### src/rtl/alarm_bank.sv
// Multi-channel alarm unit: programmable hh:mm alarms matched on minute ticks,
// with a shared ringing FSM supporting snooze, snooze limit, auto-timeout and a pending queue.
module alarm_bank #(
  parameter int NUM_ALARMS       = 4,
  parameter int SNOOZE_MIN       = 5,
  parameter int MAX_SNOOZE       = 3,
  parameter int RING_TIMEOUT_MIN = 10,
  parameter int IDW              = (NUM_ALARMS > 1) ? $clog2(NUM_ALARMS) : 1,
  localparam int SCW             = ($clog2(MAX_SNOOZE + 1) < 2) ? 2 : $clog2(MAX_SNOOZE + 1)
) (
  input  logic                  clk,
  input  logic                  rst_n,
  input  logic [4:0]            cur_hr,
  input  logic [5:0]            cur_min,
  input  logic                  min_tick,
  input  logic                  wr_en,
  input  logic [IDW-1:0]        wr_sel,
  input  logic [4:0]            wr_hr,
  input  logic [5:0]            wr_min,
  input  logic                  wr_arm,
  input  logic                  snooze,
  input  logic                  stop,
  output logic                  ringing,
  output logic [IDW-1:0]        ring_id,
  output logic [NUM_ALARMS-1:0] armed,
  output logic [4:0]            rd_hr,
  output logic [5:0]            rd_min,
  output logic [SCW-1:0]        snooze_left
);

  typedef enum logic {IDLE, RING} state_t;
  state_t state, state_n;

  logic [4:0]            prog_hr [NUM_ALARMS];
  logic [5:0]            prog_min[NUM_ALARMS];
  logic [4:0]            tgt_hr  [NUM_ALARMS];
  logic [5:0]            tgt_min [NUM_ALARMS];
  logic [NUM_ALARMS-1:0] pending;
  logic [SCW-1:0]        snz_cnt;
  logic [5:0]            to_cnt;

  logic           wr_ok, any_pend, tick_to;
  logic [4:0]     wr_hr_adj, snz_hr;
  logic [5:0]     snz_min;
  logic [6:0]     sum_min;
  logic [IDW-1:0] pick_idx;
  logic           start, end_stop, end_snz, end_wr;

  assign wr_ok     = wr_en && (wr_min < 6'd60) && (32'(wr_sel) < NUM_ALARMS);
  assign wr_hr_adj = (wr_hr >= 5'd24) ? wr_hr - 5'd24 : wr_hr;
  assign tick_to   = min_tick && (to_cnt == 6'(RING_TIMEOUT_MIN - 1));
  assign ringing     = (state == RING);
  assign snooze_left = SCW'(MAX_SNOOZE) - snz_cnt;

  always_comb begin
    rd_hr  = '0;
    rd_min = '0;
    if (32'(wr_sel) < NUM_ALARMS) begin
      rd_hr  = prog_hr[wr_sel];
      rd_min = prog_min[wr_sel];
    end
  end

  always_comb begin
    any_pend = 1'b0;
    pick_idx = '0;
    for (int unsigned i = 0; i < NUM_ALARMS; i++) begin
      if (pending[i] && !any_pend) begin
        any_pend = 1'b1;
        pick_idx = IDW'(i);
      end
    end
  end

  always_comb begin
    sum_min = {1'b0, tgt_min[ring_id]} + 7'(SNOOZE_MIN);
    snz_hr  = tgt_hr[ring_id];
    if (sum_min >= 7'd60) begin
      sum_min = sum_min - 7'd60;
      snz_hr  = (snz_hr == 5'd23) ? 5'd0 : snz_hr + 5'd1;
    end
    snz_min = sum_min[5:0];
  end

  // Priority while ringing: rewrite of the ringing channel, then stop/timeout, then snooze.
  always_comb begin
    state_n  = state;
    start    = 1'b0;
    end_stop = 1'b0;
    end_snz  = 1'b0;
    end_wr   = 1'b0;
    case (state)
      IDLE: begin
        if (any_pend) begin
          state_n = RING;
          start   = 1'b1;
        end
      end
      RING: begin
        if (wr_ok && wr_sel == ring_id) begin
          state_n = IDLE;
          end_wr  = 1'b1;
        end else if (stop || tick_to) begin
          state_n  = IDLE;
          end_stop = 1'b1;
        end else if (snooze && snz_cnt < SCW'(MAX_SNOOZE)) begin
          state_n = IDLE;
          end_snz = 1'b1;
        end
      end
      default: state_n = IDLE;
    endcase
  end

  always_ff @(posedge clk or negedge rst_n) begin
    if (!rst_n) state <= IDLE;
    else        state <= state_n;
  end

  always_ff @(posedge clk or negedge rst_n) begin
    if (!rst_n) begin
      for (int unsigned i = 0; i < NUM_ALARMS; i++) begin
        prog_hr[i]  <= '0;
        prog_min[i] <= '0;
        tgt_hr[i]   <= '0;
        tgt_min[i]  <= '0;
      end
      armed   <= '0;
      pending <= '0;
      ring_id <= '0;
      snz_cnt <= '0;
      to_cnt  <= '0;
    end else begin
      for (int unsigned i = 0; i < NUM_ALARMS; i++) begin
        if (IDW'(i) == ring_id && end_stop) begin
          tgt_hr[i]  <= prog_hr[i];
          tgt_min[i] <= prog_min[i];
        end
        if (IDW'(i) == ring_id && end_snz) begin
          tgt_hr[i]  <= snz_hr;
          tgt_min[i] <= snz_min;
        end
        // Clear-on-pick precedes match-set so a fresh match is never lost.
        if (start && IDW'(i) == pick_idx) pending[i] <= 1'b0;
        if (min_tick && armed[i] && tgt_hr[i] == cur_hr && tgt_min[i] == cur_min)
          pending[i] <= 1'b1;
        if (wr_ok && IDW'(i) == wr_sel) begin
          prog_hr[i]  <= wr_hr_adj;
          prog_min[i] <= wr_min;
          tgt_hr[i]   <= wr_hr_adj;
          tgt_min[i]  <= wr_min;
          armed[i]    <= wr_arm;
          pending[i]  <= 1'b0;
        end
      end
      if (start) begin
        ring_id <= pick_idx;
        to_cnt  <= '0;
        if (tgt_hr[pick_idx] == prog_hr[pick_idx] && tgt_min[pick_idx] == prog_min[pick_idx])
          snz_cnt <= '0;
      end else if (state == RING && min_tick) begin
        to_cnt <= to_cnt + 6'd1;
      end
      if (end_snz) snz_cnt <= snz_cnt + SCW'(1);
    end
  end

endmodule

### config.mk
export PLATFORM = sky130hd
export DESIGN_NAME = alarm_bank
export DESIGN_NICKNAME = d
export VERILOG_FILES = /design/src/rtl/alarm_bank.sv
export SDC_FILE = /design/constraint.sdc
export NUM_CORES = 1
export LEC_CHECK = 0
export ABC_AREA = 1
export CAP_MARGIN = 20
export CORE_MARGIN = 5
export CORE_UTILIZATION = 45
export DETAILED_ROUTE_END_ITERATION = 10
export DONT_BUFFER_PORTS = 1
export GPL_ROUTABILITY_DRIVEN = 0
export SLEW_MARGIN = 0
export SYNTH_ARGS = -nofsm -noshare
export SYNTH_HDL_FRONTEND = slang
export SYNTH_SLANG_ARGS = --single-unit
### constraint.sdc
create_clock -name clk -period 3.2 [get_ports clk]
set_input_delay 0.32 -clock clk [delete_from_list [all_inputs] [get_ports clk]]
set_output_delay 0.32 -clock clk [all_outputs]
set_load 0.005 [all_outputs]
Word level (Yosys, flattened, before mapping)
Cells that the tools add are included.
{"block": "word_totals", "reg_bits": 107, "latch_bits": 0, "ram_bits": 0, "romBits": 0, "input_bits": 31, "output_inout_bits": 20, "elab_cells": 213, "mem_count": 0}
{"block": "op_classes", "add_sub_neg": 7, "mul": 0, "n_div": 0, "n_lt_le_gt_ge": 7, "eq_ne": 22, "shift": 0, "muxes": 89, "bitwise": 4, "n_reduce_logical": 56}
{"cell": "2-to-1 mux 6 bit", "n": 23}
{"cell": "2-to-1 mux 5 bit", "n": 23}
{"cell": "binary-select mux 6 bit (select 2 bit)", "n": 4}
{"cell": "binary-select mux 5 bit (select 2 bit)", "n": 4}
{"cell": "logical AND 1 bit", "n": 37}
{"cell": "== test 6 bit", "n": 5}
{"cell": "2-to-1 mux 1 bit", "n": 29}
{"cell": "== test 5 bit", "n": 5}
{"cell": "nonzero test 3 bit", "n": 8}
{"cell": "== test 2 bit (first input constant)", "n": 6}
{"cell": "2-to-1 mux 2 bit", "n": 5}
{"cell": ">= comparator 3 bit (second input constant)", "n": 3}
{"cell": "inverter 2 -> 3 bit", "n": 3}
{"cell": "adder 6 x 3 -> 7 bit (second input constant)", "n": 1}
{"cell": ">= comparator 7 x 6 -> 1 bit (second input constant)", "n": 1}
{"cell": "adder 6 x 1 -> 6 bit (second input constant)", "n": 1}
{"cell": "== test 1 x 2 -> 1 bit (first input constant)", "n": 3}
{"cell": "== test 6 x 4 -> 1 bit (second input constant)", "n": 1}
{"cell": "logical NOT 2 bit", "n": 3}
{"cell": "less-than comparator 6 bit (second input constant)", "n": 1}
{"cell": "nonzero test 2 bit", "n": 3}
{"cell": "subtractor 6 bit (second input constant)", "n": 1}
{"cell": "adder 5 x 1 -> 5 bit (second input constant)", "n": 1}
{"cell": "== test 5 bit (second input constant)", "n": 1}
{"cell": "other kinds (11)", "n": 13}

Depth between registers and ports, before layout
Gate-level depths: netlist of the first run.
{"block": "depth", "depth_word": 19, "mapped_depth": 21, "depth_no_buf": 21}

Least setup slack after synthesis of the first run
Ideal clock, no wire load.
{"block": "synth_path", "path_type": "register -> register", "from": "register ring_id[0]", "to": "register tgt_min[22] (netlist name)", "setup_ps": 73, "t_arrival_ps": 2312, "t_required_ps": 3127, "setup_slack_ps": 815, "stages_incl_launch_ff": 21, "path_buffers": 1, "period_less_slack_ps": 2385, "path_cell_list": "dfrtp_1 > buf_6 > nand2_1 > nand2_1 > nand2_1 > nand2_2 > ha_1 > inv_1 > nand3_1 > nand2_1 > ha_1 > nand2_1 > inv_1 > nand2_1 > o21ai_2 > nand2_4 > nand2_8 > nand2_4 > nand3_1 > nand2_1 > a21oi_2"}
{"block": "synth_via", "elab_chain_cells": 9, "word_cells_on_any_way": 20, "classes_between": "2 x add/sub; 1 x order compare; 1 x eq/ne; 10 x mux; 1 x bitwise; 5 x reduce/logical"}
{"element": "start, declared", "line": "24", "source": "output logic [IDW-1:0] ring_id,"}
{"element": "start signal, assigned", "line": "157", "source": "ring_id <= pick_idx;"}
{"element": "inverter 2 -> 3 bit (not written as such)", "line": "76", "source": "sum_min = {1'b0, tgt_min[ring_id]} + 7'(SNOOZE_MIN);"}
{"element": "binary-select mux 6 bit (select 2 bit)", "line": "76"}
{"element": "2-to-1 mux 6 bit (not written as such) (2 in series)", "line": "76"}
{"element": "adder 6 x 3 -> 7 bit", "line": "76"}
{"element": "subtractor 6 bit or >= comparator 7 x 6 -> 1 bit (tied branches)", "line": "79, 78"}
{"element": "2-to-1 mux 6 bit", "line": "78", "source": "if (sum_min >= 7'd60) begin"}
{"element": "2-to-1 mux 6 bit", "line": "139", "source": "if (IDW'(i) == ring_id && end_snz) begin"}
{"element": "2-to-1 mux 6 bit", "line": "147", "source": "if (wr_ok && IDW'(i) == wr_sel) begin"}
{"element": "end signal, assigned by index", "line": "137", "source": "tgt_min[i] <= prog_min[i];"}
{"element": "end signal, assigned by index", "line": "141", "source": "tgt_min[i] <= snz_min;"}
{"element": "end signal, assigned by index", "line": "151", "source": "tgt_min[i] <= wr_min;"}
{"element": "end, declared", "line": "37", "source": "logic [5:0] tgt_min [NUM_ALARMS];"}
Several ways; a longest one is shown, not always the timed one. The select of a mux whose other input is x is not followed.
A chain may end at the register's enable or synchronous reset.

Final worst setup path of the first run
{"block": "layout_path", "from": "register ring_id[0]", "to": "register tgt_hr[3] (netlist name)"}
{"block": "layout_via", "elab_chain_cells": 9, "word_cells_on_any_way": 25, "classes_between": "2 x add/sub; 1 x order compare; 3 x eq/ne; 14 x mux; 1 x bitwise; 4 x reduce/logical"}
{"element": "inverter 2 -> 3 bit (not written as such)", "line": "76, 77"}
{"element": "binary-select mux 6 bit (select 2 bit) or binary-select mux 5 bit (select 2 bit) (tied branches)", "line": "76, 77"}
{"element": "2-to-1 mux 6 bit (not written as such) or 2-to-1 mux 5 bit (tied branches) (2 in series)", "line": "76, 77"}
{"element": "adder 6 x 3 -> 7 bit, or another cell as far along", "line": "76"}
{"element": ">= comparator 7 x 6 -> 1 bit or 2-to-1 mux 5 bit (tied branches)", "line": "78, 80"}
{"element": "2-to-1 mux 5 bit", "line": "78"}
{"element": "2-to-1 mux 5 bit", "line": "139"}
{"element": "2-to-1 mux 5 bit", "line": "147"}
{"element": "end signal, assigned by index", "line": "136", "source": "tgt_hr[i] <= prog_hr[i];"}
{"element": "end signal, assigned by index", "line": "140", "source": "tgt_hr[i] <= snz_hr;"}
{"element": "end signal, assigned by index", "line": "150", "source": "tgt_hr[i] <= wr_hr_adj;"}
{"element": "end, declared", "line": "36", "source": "logic [4:0] tgt_hr [NUM_ALARMS];"}
Several ways; a longest one is shown, not always the timed one. The select of a mux whose other input is x is not followed.

==> summary.txt, run 1 <==
Run status
  • Status: complete, no violations

Routing
  • Post-DRT Antenna Nets: 0
  • Via count: 7718
  • Routed WL per cell: 23.1 µm
  • DRT Wirelength: 29800 µm
  • First DRT Iteration DRCs: 844
  • DRC viols: 0
  • Via density: 5.99
  • Initial DRT Pass Iterations: 6

Min path
  • Hold path depth: 2
  • Min-Delay Endpoint: prog_hr[2]
  • Hold/Removal Path Class: input pin to flop
  • Hold wc startpoint: wr_hr[2]

Yosys
  • Leading area contributor after synthesis: dfrtp_1
  • Mapped Area: 7550 µm²
  • Post-synth EDFFs: 0
  • Ys flop type: dfrtp_1
  • Distinct cells, synth: 50
  • Asr flop ratio synth: 100%
  • Post-synth net total: 1109
  • Syn avg cell area: 7.05 µm²
  • Ys Warns: 0
  • Yosys top cell area share: 35.5%
  • Sequential area share after synthesis: 35.5%
  • #FFs+latches synth: 107
  • Cells after Synth: 1071
  • Area contributors post-synth: dfrtp_1, nand2_1, a21oi_1, o21ai_0, nor2_1

STA
  • Fmax: 340 MHz
  • Rel. slew slack: 57.5%
  • Worst slew pin tran: 636 ps
  • Setup TNS: 0 ps
  • Min Hold Slack: 79.2 ps
  • Hold Fails Final Rpt: 0
  • Clock Skews: 10.1 ps
  • Max Slew Vio Count: 0
  • Final worst slack: 259 ps
  • Final worst path period need: 2940 ps
  • RSZ-0062 raised after global routing: no
  • Final setup vio count: 0
  • Period utilization: 91.9%

Global routing
  • Grt ovf: 0
  • First-pass GRT wire length: 44800 µm
  • Vias in the first global route: 7211
  • Initial antenna violation count: 1
  • Gr usage total: 30.3%
  • Largest net degree at the start of global routing: 108

Clock network
  • TritonCTS Buffers: 9
  • Reg clk slew, reported paths: 70 ps
  • Clock Path Buffers: 2
  • CTS tree: yes
  • Post CTS Setup Buffer Count: 0
  • Total clock sinks: 107
  • Skew-Pair Late Insertion Delay: 360 ps
  • Root Driver: clkbuf_16
  • Number of H-tree levels: 3

Worst setup path
  • R2r startpoint: ring_id[0]
  • Reg2Reg Setup Slack: 260 ps
  • Worst R2R Path Depth: 20
  • WP data required: 3450 ps
  • Startpoint Class: flop
  • Critical path arrival: 3190 ps
  • Worst setup EP type: flop
  • Crit path kind: flop to flop
  • CP Max Fanout: 9
  • Reg-to-Reg End: tgt_hr[3]

Finish
  • Nets@finish: 1102
  • P&R area growth vs syn: 8.52%
  • Antenna cells: 0
  • Ratio of cells with drive above 1 in the final layout: 10.0%

Die
  • Die width: 140 µm
  • Starting Density: 45.7%
  • Vert. Die Dim: 140 µm
  • Row cnt: 47
  • I/O pin count: 51
  • Core ar.: 16500 µm²
  • Die Footprint: 19500 µm²

Place
  • Pre-CTS setup slack: 339 ps
  • Port Buffers: 0
  • Post-DP HPWL: 21900 µm

Power
  • Power, Total: 7.20 mW
  • Peak supply drop: 0.511 mV
  • Pleak: 3.76 nW
  • Cell Pwr Density: 879 nW/µm²

Run
  • Max Cap Viol: 0
-- critical path, cell delays in order (launching register included) --
cell     delay (ps)
dfrtp_1         540
buf_4           230
nand2_1          60
nand2_1          60
nand2_1          60
nand2_2         150
ha_1            210
inv_1            50
nand3_1         150
nand2_1         170
ha_1            250
nand2_1          60
inv_1            40
nand2_1          70
o21ai_2          70
nand2_4         140
nand2_8         140
nand2_4         100
nand3_1         140
nand2_1         110
a21oi_2          50
-- synth_stat cells, types with 11 or more instances --
cell type / count
o22ai_1: 15
inv_1: 108
o211ai_1: 19
nand3_1: 59
nand2_1: 222
a21oi_1: 106
o221ai_1: 11
xor2_1: 14
dfrtp_1: 107
o21ai_0: 87
a21oi_2: 20
clkbuf_1: 33
nor2_1: 115
a22oi_1: 15
buf_2: 11
xnor2_1: 17
-- metrics by stage --
step | area (µm²) | std cells | util (%)
3_5_place_dp | 7840 | 1271 | 47.4
5_1_grt | 8190 | 1289 | 49.6
2_1_floorplan | 7550 | 1071 | -
3_3_place_gp | 7840 | 1271 | 47.4
4_1_cts | 8190 | 1289 | 49.6
6_report | 8190 | 1289 | 49.6
-- worst max path at each step --
| stage | startpoint | endpoint | slack [ps] | cells past startpoint |
|---|---|---|---|---|
| 2_1_floorplan | ring_id[0] | tgt_min[22] | 810 | 20 |
| 3_3_place_gp | ring_id[0] | tgt_hr[3] | 380 | 20 |
| 3_5_place_dp | ring_id[0] | tgt_hr[3] | 340 | 20 |
| 4_1_cts | ring_id[0] | tgt_hr[3] | 320 | 20 |
| 5_1_grt | ring_id[0] | tgt_hr[11] | 10 | 19 |
| 6_report | ring_id[0] | tgt_hr[3] | 260 | 20 |
-- what timing repair did --
| item | in CTS | in global routing |
|---|---|---|
| hold endpoints to repair | 107 | 0 |
| resized for setup | 0 | 0 |
| hold buffers | 2 | 0 |
-- layer usage --
layer  part of all wire [%]  GRT usage (%)  up-vias
li1                       -              -     3580
met1                     41           41.5     3586
met2                     42           43.8      455
met3                     11           7.96       97
met5                      0              0        -
met4                    5.9           16.3        0
-- state kept, by name, indices dropped and copies added, names as in the netlist --
signal / flops
snz_cnt: 2
ring_id: 2
prog_hr: 20
pending: 4
tgt_min: 24
ringing: 1
tgt_hr: 20
prog_min: 24
to_cnt: 6
armed: 4
-- power breakdown --
group	total [mW]	internal (mW)	switching (mW)
sequential	2.18	1.70	0.480
combinational	3.83	1.29	2.54
clock	1.20	0.674	0.521
-- layout make-up --
| class | count | area (µm²) |
|---|---|---|
| multi-input cells | 794 | 4210 |
| flip-flops and latches | 107 | 2680 |
| clock inverters | 3 | 43.8 |
| fillers | 1639 | 8330 |
| repair buffers | 32 | 263 |
| well taps | 220 | 275 |
| clock buffers | 13 | 270 |
| inverters | 120 | 450 |
-- cells by family (layout without fill, tap and decap cells) --
kind of cell | count (synthesis) | after routing | synth area share, %
simple gates | 448 | 448 | 26.2
compound gates | 307 | 307 | 24.5
buf+inv | 170 | 168 | 8.83
flops | 107 | 107 | 35.5
xor+xnor | 32 | 32 | 3.81
fa+ha+maj | 7 | 7 | 1.16
-- layout by cell type (no fill, tap or decap), drive strengths merged --
cell type,n
clkinv,6
ha,7
a31oi,7
nand4,8
o21a,1
xor2,14
xnor2,18
nand2,239
o21bai,8
dlygate4sd3,1
nand3b,1
nor4,5
nor3,11
inv,116
a22oi,15
o2111ai,9
o221ai,11
clkbuf,13
a22o,1
a221o,1
nand3,60
a2111oi,1
and3,2
buf,31
o22ai,15
a21oi,126
or2,2
nor2,120
o21ai,90
o211ai,19
dfrtp,107
a221oi,1
a211oi,1
bufinv,1
o211a,1
Power figures use the tool's default switching activity.
==> inputs of run 2 (changes only) <==
--- a/config.mk
+++ b/config.mk
@@ -6,13 +6,10 @@
 export NUM_CORES = 1
 export LEC_CHECK = 0
 export ABC_AREA = 1
-export CAP_MARGIN = 20
 export CORE_MARGIN = 5
 export CORE_UTILIZATION = 45
 export DETAILED_ROUTE_END_ITERATION = 10
-export DONT_BUFFER_PORTS = 1
 export GPL_ROUTABILITY_DRIVEN = 0
-export SLEW_MARGIN = 0
 export SYNTH_ARGS = -nofsm -noshare
 export SYNTH_HDL_FRONTEND = slang
 export SYNTH_SLANG_ARGS = --single-unit
==> summary.txt, run 2 (same netlist as run 1, synthesis figures left out) <==
Min path
  • Hold/Removal Path Class: input pin to asynchronous set/reset pin

Finish
  • Ratio of cells with drive above 1 in the final layout: 10.8% (+0.83 points)
  • Sequential cell area: 2680 µm² (unchanged)
  • Nets@finish: 1169 (+6.1%)
  • Most frequent cells in the layout: nand2_1, nor2_1, inv_1, dfrtp_1, a21oi_1
  • Filler instances: 1607 (-2.0%)
  • Antenna cells: 0 (unchanged)
  • Core Util, Final: 53.3% (+3.7 points)
  • Area of the multi-input gates: 4210 µm² (unchanged)
  • Most common cell after layout, fill and taps aside: nand2_1
  • Top flop regs: prog_min: 24 flops, tgt_min: 24 flops
  • P&R area growth vs syn: 16.6%

Power
  • Sw frac: 50.0% (+0.86 points)
  • P_sw: 3.71 mW (+4.8%)
  • Pleak: 4.02 nW (+6.9%)
  • Clock power share: 15.3% (-1.3 points)
  • Cell Pwr Density: 843 nW/µm² (-4.1%)
  • Peak supply drop: 0.423 mV (-17%)
  • Int Pwr: 3.71 mW (+1.3%)
  • Flop pwr share: 30.0% (-0.3 points)
  • Combinational power share: 54.8% (+1.7 points)

Worst setup path
  • Critical path arrival: 3280 ps (+90 ps)
  • Worst R2R Path Depth: 20 (unchanged)
  • Startpoint Class: flop
  • CP Max Fanout: 10 (+1)
  • Reg-to-Reg End: tgt_hr[0]
  • R2r startpoint: ring_id[0]
  • Worst setup EP type: flop
  • Crit path kind: flop to flop
  • WP data required: 3480 ps (+30 ps)
  • Reg2Reg Setup Slack: 210 ps (-50 ps)

STA
  • Worst slew pin tran: 884 ps (+248 ps)
  • Setup TNS: 0 ps (unchanged)
  • Hold Fails Final Rpt: 0 (unchanged)
  • Fmax: 334 MHz (-1.8%)
  • Final setup vio count: 0 (unchanged)
  • Clock Skews: 11.2 ps (+1.10 ps)
  • RSZ-0062 raised after global routing: no
  • Final worst path period need: 2990 ps (+52.9 ps)
  • Max Slew Vio Count: 0 (unchanged)
  • Period utilization: 93.5% (+1.7 points)
  • Rel. slew slack: 40.6% (-17 points)

Global routing
  • Grt ovf: 0 (unchanged)
  • Largest net degree at the start of global routing: 68 (-37%)
  • First-pass GRT wire length: 46500 µm (+3.9%)
  • Vias in the first global route: 7534 (+4.5%)
  • Initial antenna violation count: 2 (+1)
  • Gr usage total: 31.3% (+1.0 points)

Routing
  • Via density: 5.97 (-0.32%)
  • Post-DRT Antenna Nets: 0 (unchanged)
  • DRC viols: 0 (unchanged)
  • Routed WL per cell: 22.8 µm (-1.6%)
  • First DRT Iteration DRCs: 1050 (+24%)
  • Initial DRT Pass Iterations: 6 (unchanged)
  • Via count: 8087 (+4.8%)
  • DRT Wirelength: 30800 µm (+3.4%)

Clock network
  • Number of H-tree levels: 3 (unchanged)
  • Reg clk slew, reported paths: 80 ps (about the same)
  • Clock Path Buffers: 2 (unchanged)
  • Number of hold buffers added after cts: 1 (-1)
  • TritonCTS Buffers: 9 (unchanged)
  • Total clock sinks: 107 (unchanged)
  • Post CTS Setup Buffer Count: 0 (unchanged)
  • CTS tree: yes
  • Skew-Pair Late Insertion Delay: 360 ps (about the same)
  • Post-cts resize count: 0 (unchanged)
  • Root Driver: clkbuf_16

Place
  • Post-DP HPWL: 22900 µm (+4.3%)
  • Port Buffers: 50 (+50)

Die
  • I/O pin count: 51 (unchanged)
  • Die width: 140 µm (unchanged)
  • Die Footprint: 19500 µm² (unchanged)
  • Starting Density: 45.7% (unchanged)
  • Core ar.: 16500 µm² (unchanged)
  • Row cnt: 47 (unchanged)
  • Vert. Die Dim: 140 µm (unchanged)

Run
  • Max Cap Viol: 0 (unchanged)

Run status
  • Status: complete, no violations
[run 2: cell count changes in the layout (fill, tap and decap cells not counted), moves of 3 or more]
cell	previous run	this run
clkdlybuf4s50_1	0	49
buf_4	30	46
buf_12	0	3
clkbuf_8	3	0
[run 2: critical path, stage by stage (launching register included)]
cell,delay (ps)
dfrtp_1,600
inv_2,200
nand2_1,90
nand2_1,60
nand2_1,50
nand2_1,110
ha_1,240
inv_1,50
nand3_1,160
nand2_1,220
ha_1,220
nand2_1,60
inv_1,50
nand2_1,60
o21ai_2,70
nand2_4,130
nand2_8,170
nand2_4,100
nand3_1,90
nand2_1,60
a21oi_1,120
[run 2: final cells by class]
type                       instances  area share, %
clock buffer                      11           2.64
sequential                       107           30.4
tap                              220           3.13
multi-input combinational        794           47.8
inverter                         120           5.12
clock inverter                     4          0.583
timing repair buffer              99           10.3
[run 2: how the worst max path moves through the flow]
stage / startpoint / end / slack (ps) / depth (start not counted)
floorplan: ring_id[0] / tgt_min[22] / 810 / 20
global placement: ring_id[0] / tgt_hr[18] / 280 / 19
detailed placement: ring_id[0] / tgt_hr[8] / 270 / 19
CTS: ring_id[0] / tgt_hr[8] / 270 / 19
global route: ring_id[0] / tgt_hr[16] / 3 / 20
finish: ring_id[0] / tgt_hr[0] / 210 / 20
[run 2: metal layers]
metal	GRT usage, %	vias up	part of all wire, %
li1	-	3712	-
met1	41.0	3767	39
met2	49.6	498	45
met3	6.83	108	10
met4	14.6	2	5.2
met5	0	-	0.068
[run 2: power groups by stage]
stage          Combinational, mW  Sequential [mW]  Clock, mW
2_1_floorplan               2.76             2.00          0
3_3_place_gp                3.96             2.22          0
3_5_place_dp                3.98             2.21          0
4_1_cts                     4.00             2.19       1.15
5_1_grt                     4.41             2.24       1.20
6_report                    4.06             2.22       1.13
[run 2: stage by stage]
stage	std cells	total power, mW	setup slack [ps]	hold WS, ps	area [µm²]
after floorplan	1071	4.77	815	24.4	7550
after global placement	1339	6.18	277	351	8510
after detailed placement	1339	6.19	267	350	8510
after CTS	1355	7.33	265	517	8800
after global routing	1355	7.85	2.66	557	8800
final	1355	7.42	206	495	8800
